$ cat src/rtl/seg7_pkg.sv
// Shared constants and helpers for the 7-segment scan controller.
// Segment patterns are gfedcba, active-high.
package seg7_pkg;

    localparam logic [6:0] SEG_BLANK = 7'b0000000;
    localparam logic [6:0] SEG_DASH  = 7'b1000000;

    localparam logic [6:0] SEG_0 = 7'b0111111;
    localparam logic [6:0] SEG_1 = 7'b0000110;
    localparam logic [6:0] SEG_2 = 7'b1011011;
    localparam logic [6:0] SEG_3 = 7'b1001111;
    localparam logic [6:0] SEG_4 = 7'b1100110;
    localparam logic [6:0] SEG_5 = 7'b1101101;
    localparam logic [6:0] SEG_6 = 7'b1111101;
    localparam logic [6:0] SEG_7 = 7'b0000111;
    localparam logic [6:0] SEG_8 = 7'b1111111;
    localparam logic [6:0] SEG_9 = 7'b1101111;

    typedef enum logic {
        PH_BLANK,
        PH_SHOW
    } phase_e;

    // Counter width that never collapses to zero bits.
    function automatic int idx_w(input int n);
        return (n > 1) ? $clog2(n) : 1;
    endfunction

endpackage

$ cat src/rtl/bcd_to_7seg.sv
// BCD to 7-segment decoder, gfedcba active-high.
// Codes above 9 show a dash.
import seg7_pkg::*;

module bcd_to_7seg (
    input  logic [3:0] bcd,
    output logic [6:0] seg
);

    always_comb begin
        case (bcd)
            4'd0:    seg = SEG_0;
            4'd1:    seg = SEG_1;
            4'd2:    seg = SEG_2;
            4'd3:    seg = SEG_3;
            4'd4:    seg = SEG_4;
            4'd5:    seg = SEG_5;
            4'd6:    seg = SEG_6;
            4'd7:    seg = SEG_7;
            4'd8:    seg = SEG_8;
            4'd9:    seg = SEG_9;
            default: seg = SEG_DASH;
        endcase
    end

endmodule

$ cat src/rtl/seg7_scan_ctrl.sv
// Time-multiplexed scan controller for a multi-digit 7-segment display.
// One shared decoder, per-slot blanking gap, frame snapshot, leading-zero blanking.
import seg7_pkg::*;

module seg7_scan_ctrl #(
    parameter int DIGITS       = 4,
    parameter int REFRESH_DIV  = 50000,
    parameter int BLANK_CYCLES = 500
) (
    input  logic                  clk,
    input  logic                  rst_n,
    input  logic                  en,
    input  logic [4*DIGITS-1:0]   value,
    input  logic [DIGITS-1:0]     dp_in,
    input  logic                  lzb,
    output logic [6:0]            seg,
    output logic                  dp,
    output logic [DIGITS-1:0]     an,
    output logic                  frame
);

    localparam int CW = idx_w(REFRESH_DIV);
    localparam int IW = idx_w(DIGITS);

    localparam logic [CW-1:0] CNT_LAST  = CW'(REFRESH_DIV - 1);
    localparam logic [CW-1:0] CNT_BLANK = CW'(BLANK_CYCLES);
    localparam logic [IW-1:0] IDX_LAST  = IW'(DIGITS - 1);

    logic [CW-1:0]       cnt;
    logic [IW-1:0]       idx;
    logic [4*DIGITS-1:0] sh_val;
    logic [DIGITS-1:0]   sh_dp;

    logic [3:0] cur_bcd;
    logic       cur_dp;
    logic [6:0] dec_seg;
    logic       lz_hit;
    logic       slot_end;
    phase_e     phase;

    always_comb begin
        cur_bcd = 4'd0;
        cur_dp  = 1'b0;
        for (int i = 0; i < DIGITS; i++) begin
            if (idx == IW'(i)) begin
                cur_bcd = sh_val[4*i +: 4];
                cur_dp  = sh_dp[i];
            end
        end
    end

    // A digit is a leading zero when it and everything left of it is 0 with no DP.
    always_comb begin
        lz_hit = lzb && (idx != '0);
        for (int i = 0; i < DIGITS; i++) begin
            if (IW'(i) >= idx && (sh_val[4*i +: 4] != 4'd0 || sh_dp[i]))
                lz_hit = 1'b0;
        end
    end

    always_comb begin
        slot_end = (cnt == CNT_LAST);
        phase    = (cnt < CNT_BLANK || lz_hit) ? PH_BLANK : PH_SHOW;
    end

    bcd_to_7seg u_dec (
        .bcd (cur_bcd),
        .seg (dec_seg)
    );

    always_ff @(posedge clk) begin
        if (!rst_n) begin
            cnt    <= '0;
            idx    <= '0;
            sh_val <= '0;
            sh_dp  <= '0;
            seg    <= SEG_BLANK;
            dp     <= 1'b0;
            an     <= '0;
            frame  <= 1'b0;
        end else if (!en) begin
            cnt   <= '0;
            idx   <= '0;
            seg   <= SEG_BLANK;
            dp    <= 1'b0;
            an    <= '0;
            frame <= 1'b0;
        end else begin
            if (cnt == '0 && idx == '0) begin
                sh_val <= value;
                sh_dp  <= dp_in;
            end
            if (slot_end) begin
                cnt <= '0;
                idx <= (idx == IDX_LAST) ? '0 : idx + 1'b1;
            end else begin
                cnt <= cnt + 1'b1;
            end
            frame <= slot_end && (idx == IDX_LAST);
            if (phase == PH_SHOW) begin
                an  <= DIGITS'(1) << idx;
                seg <= dec_seg;
                dp  <= cur_dp;
            end else begin
                an  <= '0;
                seg <= SEG_BLANK;
                dp  <= 1'b0;
            end
        end
    end

endmodule

$ cat config.mk
export PLATFORM = sky130hd
export DESIGN_NAME = seg7_scan_ctrl
export DESIGN_NICKNAME = d
export VERILOG_FILES = /design/src/rtl/seg7_pkg.sv /design/src/rtl/bcd_to_7seg.sv /design/src/rtl/seg7_scan_ctrl.sv
export SDC_FILE = /design/constraint.sdc
export NUM_CORES = 1
export LEC_CHECK = 0
export BUFFER_PORTS_ARGS = -buffer_cell sky130_fd_sc_hd__buf_2
export CAP_MARGIN = 10
export CORE_ASPECT_RATIO = 1.75
export CORE_UTILIZATION = 50
export DETAILED_ROUTE_END_ITERATION = 16
export PLACE_DENSITY = 0.71
export SLEW_MARGIN = 20
export SYNTH_ARGS = -nofsm -noshare
export SYNTH_HDL_FRONTEND = slang
export SYNTH_SLANG_ARGS = --single-unit
export TNS_END_PERCENT = 50
$ cat constraint.sdc
create_clock -name clk -period 5.9 [get_ports clk]
set_clock_uncertainty 0.1 [all_clocks]
set_input_delay 0.59 -clock clk [delete_from_list [all_inputs] [get_ports clk]]
set_output_delay 0.59 -clock clk [all_outputs]
set_load 0.03 [all_outputs]
==> metrics.md, run 1 <==
| Metric | Value |
|---|---|
| Status | `finished, final reports clean` |
| Power per Cell Area | `223 mW/mm2` |
| Top cells by area, synth | `dfxtp_1 (40%), nand3_1 (6.7%), ha_1 (6.4%), a21boi_0 (5.0%), o21ai_0 (4.9%)` |
| RSZ-0062 raised after global routing | `false` |
| DIE HEIGHT | `~97 um` |
| DP HPWL | `4.48 mm` |
| Nets | `351` |
| Top Ports | `37` |
| Post-synthesis sequential area ratio | `40.0%` |
| Worst-Skew Late Latency | `0.31 ns` |
| Post-Synth Simple-Gate Area | `24.1%` |
| Data arrival, critical path | `2.65 ns` |
| Setup violations, final | `0` |
| Final antenna-violating net count | `0` |
| Fill cells | `460` |
| Port bufs | `36` |
| GRT overflow | `0` |
| Post-Synth Adder-Cell Area | `6.37%` |
| Tot GR Track Use | `23.1%` |
| Final hold violations | `0` |
| Initial antenna violation count | `0` |
| Register area | `0.00102 mm2` |
| Post-Synth XOR/XNOR Area | `4.46%` |
| Die X | `~56 um` |
| Post-synth ARST share | `0%` |
| Final Util | `between 50% and 60%` |
| Crit path max fanout | `11` |
| Pre-antenna DRT Iters | `6` |
| Mapped Cells | `290` |
| Post-CTS setup buffer count | `0` |
| Drt initial violations | `58` |
| Post-synth EDFFs | `0` |
| Synth Area per Inst | `8.81 um2` |
| Largest family of logic cells by synthesized area | `simple AND/OR/NAND/NOR gates` |
| F_max | `388 MHz` |
| Routed via count | `2,249` |
| Num CTS Buffers | `5` |
| Yosys top cell area share | `40.0%` |
| Pins Over Slew Limit | `0` |
| # rows | `34` |
| Leakage power | `approximately 0.0011 uW` |
| Max VDD drop | `0.196 mV` |
| Max-Cap Viols | `0` |
| Min Hold Slack | `0.391 ns` |
| Synth warn | `0` |
| Die area | `0.00541 mm2` |
| Starting density of the core | `51.7%` |
| Post-CTS sizing | `0` |
| Max-slew headroom | `54.4%` |
| Max clock buf depth | `2` |
| Via-to-Cell Ratio | `6.09` |
| Minimum clock period | `2.58 ns` |
| Syn nets | `about 330` |
| Worst-Margin Slew | `0.684 ns` |
| CTS Sinks | `51` |
| Seq cells post-synth | `just over 50` |
| First-pass GRT wire length | `9.68 mm` |
| Ys flop type | `dfxtp_1` |
| Max H-tree Level | `2` |
| Drt total wl | `5.85 mm` |
| Core ar. | `between 0.004 and 0.005 mm2` |
| Yosys cell types | `45` |
| Compound-Gate Fraction of Synth Area | `20.9%` |
| Hold_buf cts | `0` |
| Pin count of the biggest net entering global routing | `24` |
| Top cell type by total area after synthesis | `dfxtp_1` |
| Element type at the critical path end | `flip-flop` |
| Vias in the first global route | `2,110` |
| Share of cells above drive strength 1 | `15.6%` |
| Gp weighted congestion | `0.853` |
| Multi-input logic area | `~0.0014 mm2` |
| Worst setup SP type | `flip-flop` |
| Synthesized cell area | `between 0.002 and 0.003 mm2` |
| DRC viols | `0` |
| CTS tree | `built` |
| Worst EP required | `5.97 ns` |
| Fin crit share | `43.7%` |
| Mux share of post-synthesis cell area | `0%` |
| Clock slew at reported path FFs | `0.10 ns` |
| Area delta synth->final | `10.8%` |
| Final setup TNS | `0 ns` |
| HP Class | `flip-flop to flip-flop` |
| Antenna diode count | `0` |
| Kind of critical path | `flip-flop to flip-flop` |
| Clock Tree Root | `clkbuf_8` |
| Avg WL per Cell | `15.9 um` |
-- per-layer routing --
layer | wire, um | up-vias | part of all wire (%) | global-route usage (%)
met5 | 0 | - | 0 | 0
met4 | 214 | 0 | 3.7 | 11.6
met3 | 170 | 17 | 2.9 | 3.60
met2 | 3270 | 55 | 56 | 46.6
met1 | 2200 | 1066 | 38 | 22.2
li1 | - | 1111 | - | -
-- cells in the mapped netlist (2+ instances only) --
library cell	instances
a21oi_1	4
inv_1	8
nor4b_1	3
or3_1	2
nor2b_1	6
nand4_1	6
and4_1	4
a21boi_0	17
dfxtp_1	51
nor3_1	5
o221ai_1	4
a21boi_1	3
nand3_1	34
ha_1	13
nor4_1	4
nor2_1	18
clkbuf_1	19
a211oi_1	10
nand2_1	5
xor2_1	10
o21ai_0	25
a211o_1	4
nand3b_1	4
xnor2_1	3
or4_1	3
nor3b_1	3
or4_4	2
and3b_1	3
-- power by group --
part | leakage, uW | total [uW] | switching [uW] | internal, uW
clock | 0.0000516 | 211 | 115 | 96.0
sequential | 0.000414 | 360 | 7.31 | 353
combinational | 0.000656 | 58.3 | 32.3 | 26.0
-- state kept, by name, summed over array words and instances (netlist names) --
register,flops
dp,1
sh_dp,4
frame,1
idx,2
seg,7
cnt,16
an,4
sh_val,16
-- placed cells by master (no fill, tap or decap), types with 2 or more instances in the layout --
master and instances:
nor3b_1 3, nor2_1 18, a21boi_1 3, dfxtp_1 51, nor2b_1 6, or4_4 2, a21oi_1 4, a211oi_1 10
and3b_1 3, o221ai_1 4, xor2_1 10, nor3_1 5, and4_1 4, o21ai_0 25, a211o_1 4, nand3_1 34
nand2_1 5, clkbuf_8 6, buf_2 36, or4_1 3, ha_1 13, nand3b_1 4, nor4b_1 3, nor4_1 4
a21boi_0 17, or3_1 2, inv_1 8, nand4_1 6, xnor2_1 3
-- cell type report --
cell class	instances	share of cell area, %
Clock buffer	6	2.92
Sequential cell	51	36.1
Clock inverter	2	0.487
Inverter	8	1.06
Multi-Input combinational cell	211	50.4
Timing Repair Buffer	37	6.63
Tap cell	54	2.39
-- metrics by stage --
| stage | power (uW) | cell area [um2] | setup WS [ns] | instances |
|---|---|---|---|---|
| 6_report | 630 | 2830 | 3.32 | 369 |
| 5_1_grt | 656 | 2830 | 3.14 | 369 |
| 4_1_cts | 636 | 2830 | 3.35 | 369 |
| 3_5_place_dp | 427 | 2730 | 3.35 | 361 |
| 3_3_place_gp | 426 | 2730 | 3.44 | 361 |
| 2_1_floorplan | 407 | 2550 | 3.62 | 290 |
-- cells by family after synthesis --
kind of cell / Yosys count
compound gates: 78
xor+xnor: 13
fa+ha+maj: 13
buf+inv: 28
flops: 51
simple gates: 107
-- worst max-delay path, cell delays in order (launching register included) --
cell and delay, ns:
dfxtp_1 0.46, inv_1 0.15, ha_1 0.32, a211oi_1 0.28, a211o_1 0.31, inv_1 0.13
ha_1 0.19, nand3b_1 0.15, o221ai_1 0.25, a211oi_1 0.11
-- path summary, 6_finish.rpt --
| kind | start | end | slack (ns) | cells after the start |
|---|---|---|---|---|
| max | idx[1] | seg[4] | 3.32 | 9 |
| min | cnt[0] | cnt[0] | 0.39 | 1 |
| max reg2reg | idx[1] | seg[4] | 3.32 | 9 |
| min reg2reg | cnt[0] | cnt[0] | 0.39 | 1 |
Note: power is estimated with default switching activity, not from simulation.
==> inputs of run 2 (changes only) <==
--- a/config.mk
+++ b/config.mk
@@ -5,6 +5,7 @@
 export SDC_FILE = /design/constraint.sdc
 export NUM_CORES = 1
 export LEC_CHECK = 0
+export ABC_AREA = 1
 export BUFFER_PORTS_ARGS = -buffer_cell sky130_fd_sc_hd__buf_2
 export CAP_MARGIN = 10
 export CORE_ASPECT_RATIO = 1.75
==> constraint.sdc (replaced) <==
create_clock -name clk -period 2.39 [get_ports clk]
set_clock_uncertainty 0.1 [all_clocks]
set_input_delay 0.239 -clock clk [delete_from_list [all_inputs] [get_ports clk]]
set_output_delay 0.239 -clock clk [all_outputs]
set_load 0.03 [all_outputs]
==> run 2 against run 1 <==
Net effect:
- combinational power grew to 3.1 times the previous value
- critical endpoint is now seg[3]
- total power grew to 2.6 times the previous value
- critical path type unchanged
- design area shrank 1.1%
==> metrics.md, run 2 <==
| Metric | Value |
|---|---|
| Minimum clock period | `2.18 ns` |
| CTS tree | `built` |
| Mapped Cells | `360` |
| GRT overflow | `0` |
| Top Ports | `37` |
| Port bufs | `36` |
| Ys flop type | `dfxtp_1` |
| Final hold violations | `0` |
| Regs by FF count | `cnt (16), sh_val (16), seg (7)` |
| Drt initial violations | `67` |
| Worst setup SP type | `flip-flop` |
| Worst-Skew Late Latency | `0.30 ns` |
| Area delta synth->final | `13.0%` |
| Pins Over Slew Limit | `0` |
| Via-to-Cell Ratio | `a little over 5` |
| Core ar. | `0.00471 mm2` |
| Synth Area per Inst | `6.88 um2` |
| Fill cells | `491` |
| Clock Tree Root | `clkbuf_8` |
| Vias in the first global route | `2,154` |
| Antenna diode count | `0` |
| Max VDD drop | `0.551 mV` |
| Post-CTS setup buffer count | `0` |
| Die X | `approximately 55 um` |
| CTS Sinks | `51` |
| Power per Cell Area | `580 mW/mm2` |
| Data arrival, critical path | `2.28 ns` |
| F_max | `458 MHz` |
| Synth warn | `0` |
| Clock slew at reported path FFs | `approximately 0.09 ns` |
| Num CTS Buffers | `5` |
| Fin crit share | `91.3%` |
| Most frequent cell after synthesis | `nor2_1` |
| CP top delay family | `adder cells` |
| FF-to-FF Start | `idx[0]` |
| CP max stage cell | `dfxtp_1` |
| Share of cells above drive strength 1 | `13.8%` |
| Yosys cell types | `24` |
| NetSw | `around 410 uW` |
| Most frequent cells after synthesis | `nor2_1 (92), nand2_1 (63), dfxtp_1 (51), inv_1 (34), o21ai_0 (25)` |
| Kind of critical path | `flip-flop to flip-flop` |
| Slowest stage delay, CP | `0.47 ns` |
| Most frequent cells in the layout | `nor2_1 (92), nand2_1 (63), dfxtp_1 (51), buf_2 (36), inv_1 (34)` |
| Hold Crit Start | `value[7]` |
| Initial antenna violation count | `0` |
| RSZ-0062 raised after global routing | `false` |
| # rows | `33` |
| Pin count of the biggest net entering global routing | `22` |
| Drt total wl | `5.59 mm` |
| Buf/Inv on CP | `3` |
| Sw Share | `25.4%` |
| Worst-Margin Slew | `0.578 ns` |
| Tot GR Track Use | `between 20 and 25%` |
| Syn nets | `397` |
| Clk pwr share | `33.5%` |
| Setup ws final | `~0.21 ns` |
| HP Class | `input pin to flip-flop` |
| Crit path max fanout | `7` |
| Top cells by area, synth | `dfxtp_1 (41%), nor2_1 (14%), nand2_1 (9.6%), ha_1 (6.6%), inv_1 (5.2%)` |
| Commonest non-fill, non-tap cell in the layout | `nor2_1` |
| Pre-CTS WS | `~0.24 ns` |
| Worst-path cell chain | `inv_1 -> ha_1 -> inv_2 -> nand3_1 -> a21oi_1 -> inv_1 -> ha_1 -> nand2_1 -> nand2_1 -> nor2_1 -> nor2_1` |
| Max clock buf depth | `2` |
| Pre-antenna DRT Iters | `7` |
| Nets | `between 400 and 500` |
| Max H-tree Level | `2` |
| Routed via count | `2,333` |
| Leakage power | `0.00127 uW` |
| Seq cells post-synth | `51` |
| Element type at the critical path end | `flip-flop` |
| Max-slew headroom | `61.4%` |
| Post-synthesis sequential area ratio | `41.2%` |
| Post-CTS sizing | `0` |
| Gp weighted congestion | `around 0.89` |
| Critical path origin | `idx[0]` |
| Post-synth ARST share | `0%` |
| Die area | `0.00525 mm2` |
| DRC viols | `0` |
| Max-Cap Viols | `0` |
| Pint | `1210 uW` |
| Final antenna-violating net count | `0` |
| Post-synth EDFFs | `0` |
| Hold_buf cts | `0` |
| DIE HEIGHT | `95.1 um` |
| Starting density of the core | `52.6%` |
| Setup violations, final | `0` |
| Sequential Power Share | `between 50% and 60%` |
| Synthesized cell area | `0.00248 mm2` |
| Top cell type by total area after synthesis | `dfxtp_1` |
| First-pass GRT wire length | `9.20 mm` |
| Final setup TNS | `0 ns` |
| Avg WL per Cell | `~12 um` |
| DP HPWL | `4.29 mm` |
| Logic pwr share | `10.9%` |
| Status | `finished, final reports clean` |
| Yosys top cell area share | `41.2%` |
| Worst EP required | `approximately 2.5 ns` |
run 2: tightest hold or removal path: stages:
cell	delay, ns
buf_2	0.07
o21ai_0	0.07
nor2_1	0.07
run 2: layout make-up:
cell class              count  area (um2)  share of cell area (%)
well taps                  52        65.1                    2.32
inverters                  36         135                    4.83
clock inverters             1        7.51                   0.268
repair buffers             38         195                    6.97
multi-input cells         266        1280                    45.7
clock buffers               7        96.3                    3.44
flip-flops and latches     51        1020                    36.5
run 2: per-layer routing:
metal / vias up / routed length (um) / track usage (%)
met4: 0 / 314 / 14.4
met3: 23 / 167 / 3.99
li1: 1221 / - / -
met2: 65 / 3030 / 45.5
met1: 1024 / 2070 / 23.0
met5: - / 0 / 0
run 2: logic make-up after synthesis:
logic type | share of synthesized area [%]
AO/OA/AOI/OAI | 9.45
XOR/XNOR | 1.06
adder cells (fa/ha/maj) | 6.57
buffers and inverters | 7.12
flip-flops | 41.2
AND/OR/NAND/NOR | 34.6
run 2: metrics by stage:
| step | hold slack [ns] | power, uW | util, % | cell area (um2) | instances |
|---|---|---|---|---|---|
| final | 0.0802 | 1620 | 59.5 | 2800 | 451 |
| after global routing | 0.0921 | 1700 | 59.5 | 2800 | 451 |
| after CTS | 0.0833 | 1640 | 59.5 | 2800 | 451 |
| after detailed placement | 0.354 | 1100 | 57.3 | 2700 | 443 |
| after global placement | 0.344 | 1100 | 57.3 | 2700 | 443 |
| after floorplan | 0.306 | 1040 | - | 2480 | 360 |
run 2: power groups by stage:
stage / clock (uW) / combinational, uW / sequential, uW
finish: 544 / 178 / 903
global route: 590 / 206 / 907
CTS: 559 / 179 / 903
detailed placement: 0 / 178 / 922
global placement: 0 / 174 / 922
floorplan: 0 / 130 / 914
run 2: final timing paths:
kind | depth (start not counted) | slack (ns) | to
min | 3 | 0.08 | sh_val[7]
min reg2reg | 1 | 0.37 | cnt[0]
max reg2reg | 11 | 0.21 | seg[3]
max | 11 | 0.21 | seg[3]
==> inputs of run 3 (changes only) <==
--- a/config.mk
+++ b/config.mk
@@ -8,10 +8,14 @@
 export ABC_AREA = 1
 export BUFFER_PORTS_ARGS = -buffer_cell sky130_fd_sc_hd__buf_2
 export CAP_MARGIN = 10
+export CELL_PAD_IN_SITES_DETAIL_PLACEMENT = 1
+export CELL_PAD_IN_SITES_GLOBAL_PLACEMENT = 2
 export CORE_ASPECT_RATIO = 1.75
-export CORE_UTILIZATION = 50
+export CORE_UTILIZATION = 31
 export DETAILED_ROUTE_END_ITERATION = 16
-export PLACE_DENSITY = 0.71
+export GPL_ROUTABILITY_DRIVEN = 0
+export PLACE_DENSITY = 0.78
+export SKIP_LAST_GASP = 1
 export SLEW_MARGIN = 20
 export SYNTH_ARGS = -nofsm -noshare
 export SYNTH_HDL_FRONTEND = slang
==> run 3 against run 2 <==
Net effect:
- first-iteration DRC count shrank 9.0%
- setup slack lost 0.0069 ns
- global-route usage shrank 7.2 points
- largest cell class unchanged
==> metrics.md, run 3 (same netlist as run 2, synthesis figures left out) <==
| Metric | Value |
|---|---|
| Worst-Skew Late Latency | `slightly below 0.3 ns` |
| Fin crit share | `91.6%` |
| CTS tree | `built` |
| Drt initial violations | `61` |
| Nets | `436` |
| Starting density of the core | `32.3%` |
| Data arrival, critical path | `around 2.3 ns` |
| Vias in the first global route | `2,429` |
| CTS Sinks | `51` |
| Pins Over Slew Limit | `0` |
| First-pass GRT wire length | `11.1 mm` |
| Crit path max fanout | `7` |
| Worst EP required | `between 2 and 2.5 ns` |
| Kind of critical path | `flip-flop to flip-flop` |
| Setup ws final | `0.201 ns` |
| Element type at the critical path end | `flip-flop` |
| Final antenna-violating net count | `0` |
| Clk pwr share | `42.3%` |
| Tot GR Track Use | `around 17%` |
| Die X | `69.6 um` |
| Initial antenna violation count | `0` |
| Sequential Power Share | `48.0%` |
| Max VDD drop | `0.514 mV` |
| Via-to-Cell Ratio | `between 4 and 5` |
| Max-slew headroom | `approximately three fifths` |
| Worst-Margin Slew | `~0.6 ns` |
| Worst setup SP type | `flip-flop` |
| Sw Share | `23.7%` |
| Hold Crit Start | `value[7]` |
| CP top delay family | `adder cells` |
| Logic pwr share | `under 10%` |
| Antenna diode count | `0` |
| Max-Cap Viols | `0` |
| Worst hold endpoint | `sh_val[7]` |
| Drt total wl | `6.63 mm` |
| R2r worst-path depth | `12` |
| Most frequent cells in the layout | `nor2_1 (92), nand2_1 (63), dfxtp_1 (50), buf_2 (36), inv_1 (34)` |
| Area delta synth->final | `17.5%` |
| Final hold violations | `0` |
| Share of cells above drive strength 1 | `14.0%` |
| FF-to-FF Start | `idx[1]` |
| DIE HEIGHT | `120 um` |
| Setup violations, final | `0` |
| Register-to-register setup slack | `0.20 ns` |
| Max clock buf depth | `2` |
| DRC viols | `0` |
| HP Class | `input pin to flip-flop` |
| Commonest non-fill, non-tap cell in the layout | `nor2_1` |
| Die area | `approximately 0.0084 mm2` |
| Core ar. | `0.00767 mm2` |
| RSZ-0062 raised after global routing | `false` |
| Pre-CTS WS | `0.127 ns` |
| Minimum clock period | `2.19 ns` |
| Fill cells | `1,011` |
| Clock Tree Root | `clkbuf_16` |
| R2R Path End | `seg[3]` |
| F_max | `457 MHz` |
| NetSw | `445 uW` |
| Hold Path Depth | `3` |
| Port bufs | `36` |
| DP HPWL | `5.34 mm` |
| Status | `finished, final reports clean` |
| Pre-antenna DRT Iters | `4` |
| Final setup TNS | `0 ns` |
| Pin count of the biggest net entering global routing | `22` |
| Regs by FF count | `cnt (16), sh_val (16), seg (7)` |
| Power per Cell Area | `647 mW/mm2` |
| Post-CTS setup buffer count | `0` |
| Slowest stage delay, CP | `between 0.3 and 0.4 ns` |
| Max H-tree Level | `2` |
| Routed via count | `2,351` |
| # rows | `42` |
| Pint | `1440 uW` |
| Buf/Inv on CP | `3` |
| Avg WL per Cell | `~14 um` |
| GRT overflow | `0` |
| Clock slew at reported path FFs | `0.07 ns` |
| Worst-path cell chain | `inv_1 -> ha_1 -> inv_1 -> nand2_1 -> nand3_1 -> a21oi_1 -> inv_1 -> ha_1 -> nand2_1 -> nand2_1 -> nor2_1 -> nor2_1` |
| Num CTS Buffers | `5` |
| Top Ports | `37` |
| Leakage power | `approximately 0.0013 uW` |
| CP max stage cell | `dfxtp_1` |
==> run 3: changes by cell type in the layout (fill, tap and decap cells not counted), sizes merged <==
cell | before | now
buf | 38 | 39
bufinv | 0 | 1
clkbuf | 7 | 6
clkinvlp | 1 | 0
==> run 3: what timing repair did <==
action                     CTS  global route
resized for setup            0             2
hold buffers                 0             0
setup endpoints to repair    0             1
hold endpoints to repair     0             0
==> run 3: worst max path at each step <==
stage,endpoint,cells past startpoint,from
floorplan,seg[3],11,idx[0]
global placement,seg[3],11,idx[0]
detailed placement,seg[3],12,idx[0]
CTS,seg[3],12,idx[0]
global route,seg[3],12,idx[1]
finish,seg[3],12,idx[1]
==> run 3: power by group through the flow <==
| stage | registers, uW | logic [uW] | clock network, uW |
|---|---|---|---|
| after floorplan | 914 | 130 | 0 |
| after global placement | 923 | 184 | 0 |
| after detailed placement | 923 | 187 | 0 |
| after CTS | 904 | 187 | 825 |
| after global routing | 908 | 214 | 854 |
| final | 904 | 182 | 797 |
==> run 3: cell type report <==
class / count / area [um2] / share of cell area [%]
clock inverter: 1 / 30.0 / 1.03
clock buffer: 6 / 129 / 4.43
tap: 88 / 110 / 3.78
multi-input combinational: 266 / 1280 / 44.0
sequential: 51 / 1020 / 35.1
timing repair buffer: 39 / 203 / 6.96
inverter: 36 / 135 / 4.64
==> run 3: layer usage <==
layer	share of wire, %	GRT usage, %	vias to the layer above
li1	-	-	1219
met1	38	15.5	1088
met2	57	34.6	29
met3	2.2	3.17	15
met4	3.4	9.31	0
met5	0	0	-
==> run 3: metrics by stage <==
step,cell area [um2],total power (uW),utilization [%],hold WS [ns],instances
detailed placement,2750,1110,35.8,0.358,480
floorplan,2480,1040,-,0.306,360
global route,2910,1980,37.9,0.110,487
CTS,2910,1920,37.9,0.100,487
global placement,2750,1110,35.8,0.342,480
finish,2910,1880,37.9,0.0984,487
==> run 3: worst min-delay path, cell delays in order <==
cell	delay, ns
buf_2	0.07
o21ai_0	0.07
nor2_1	0.07
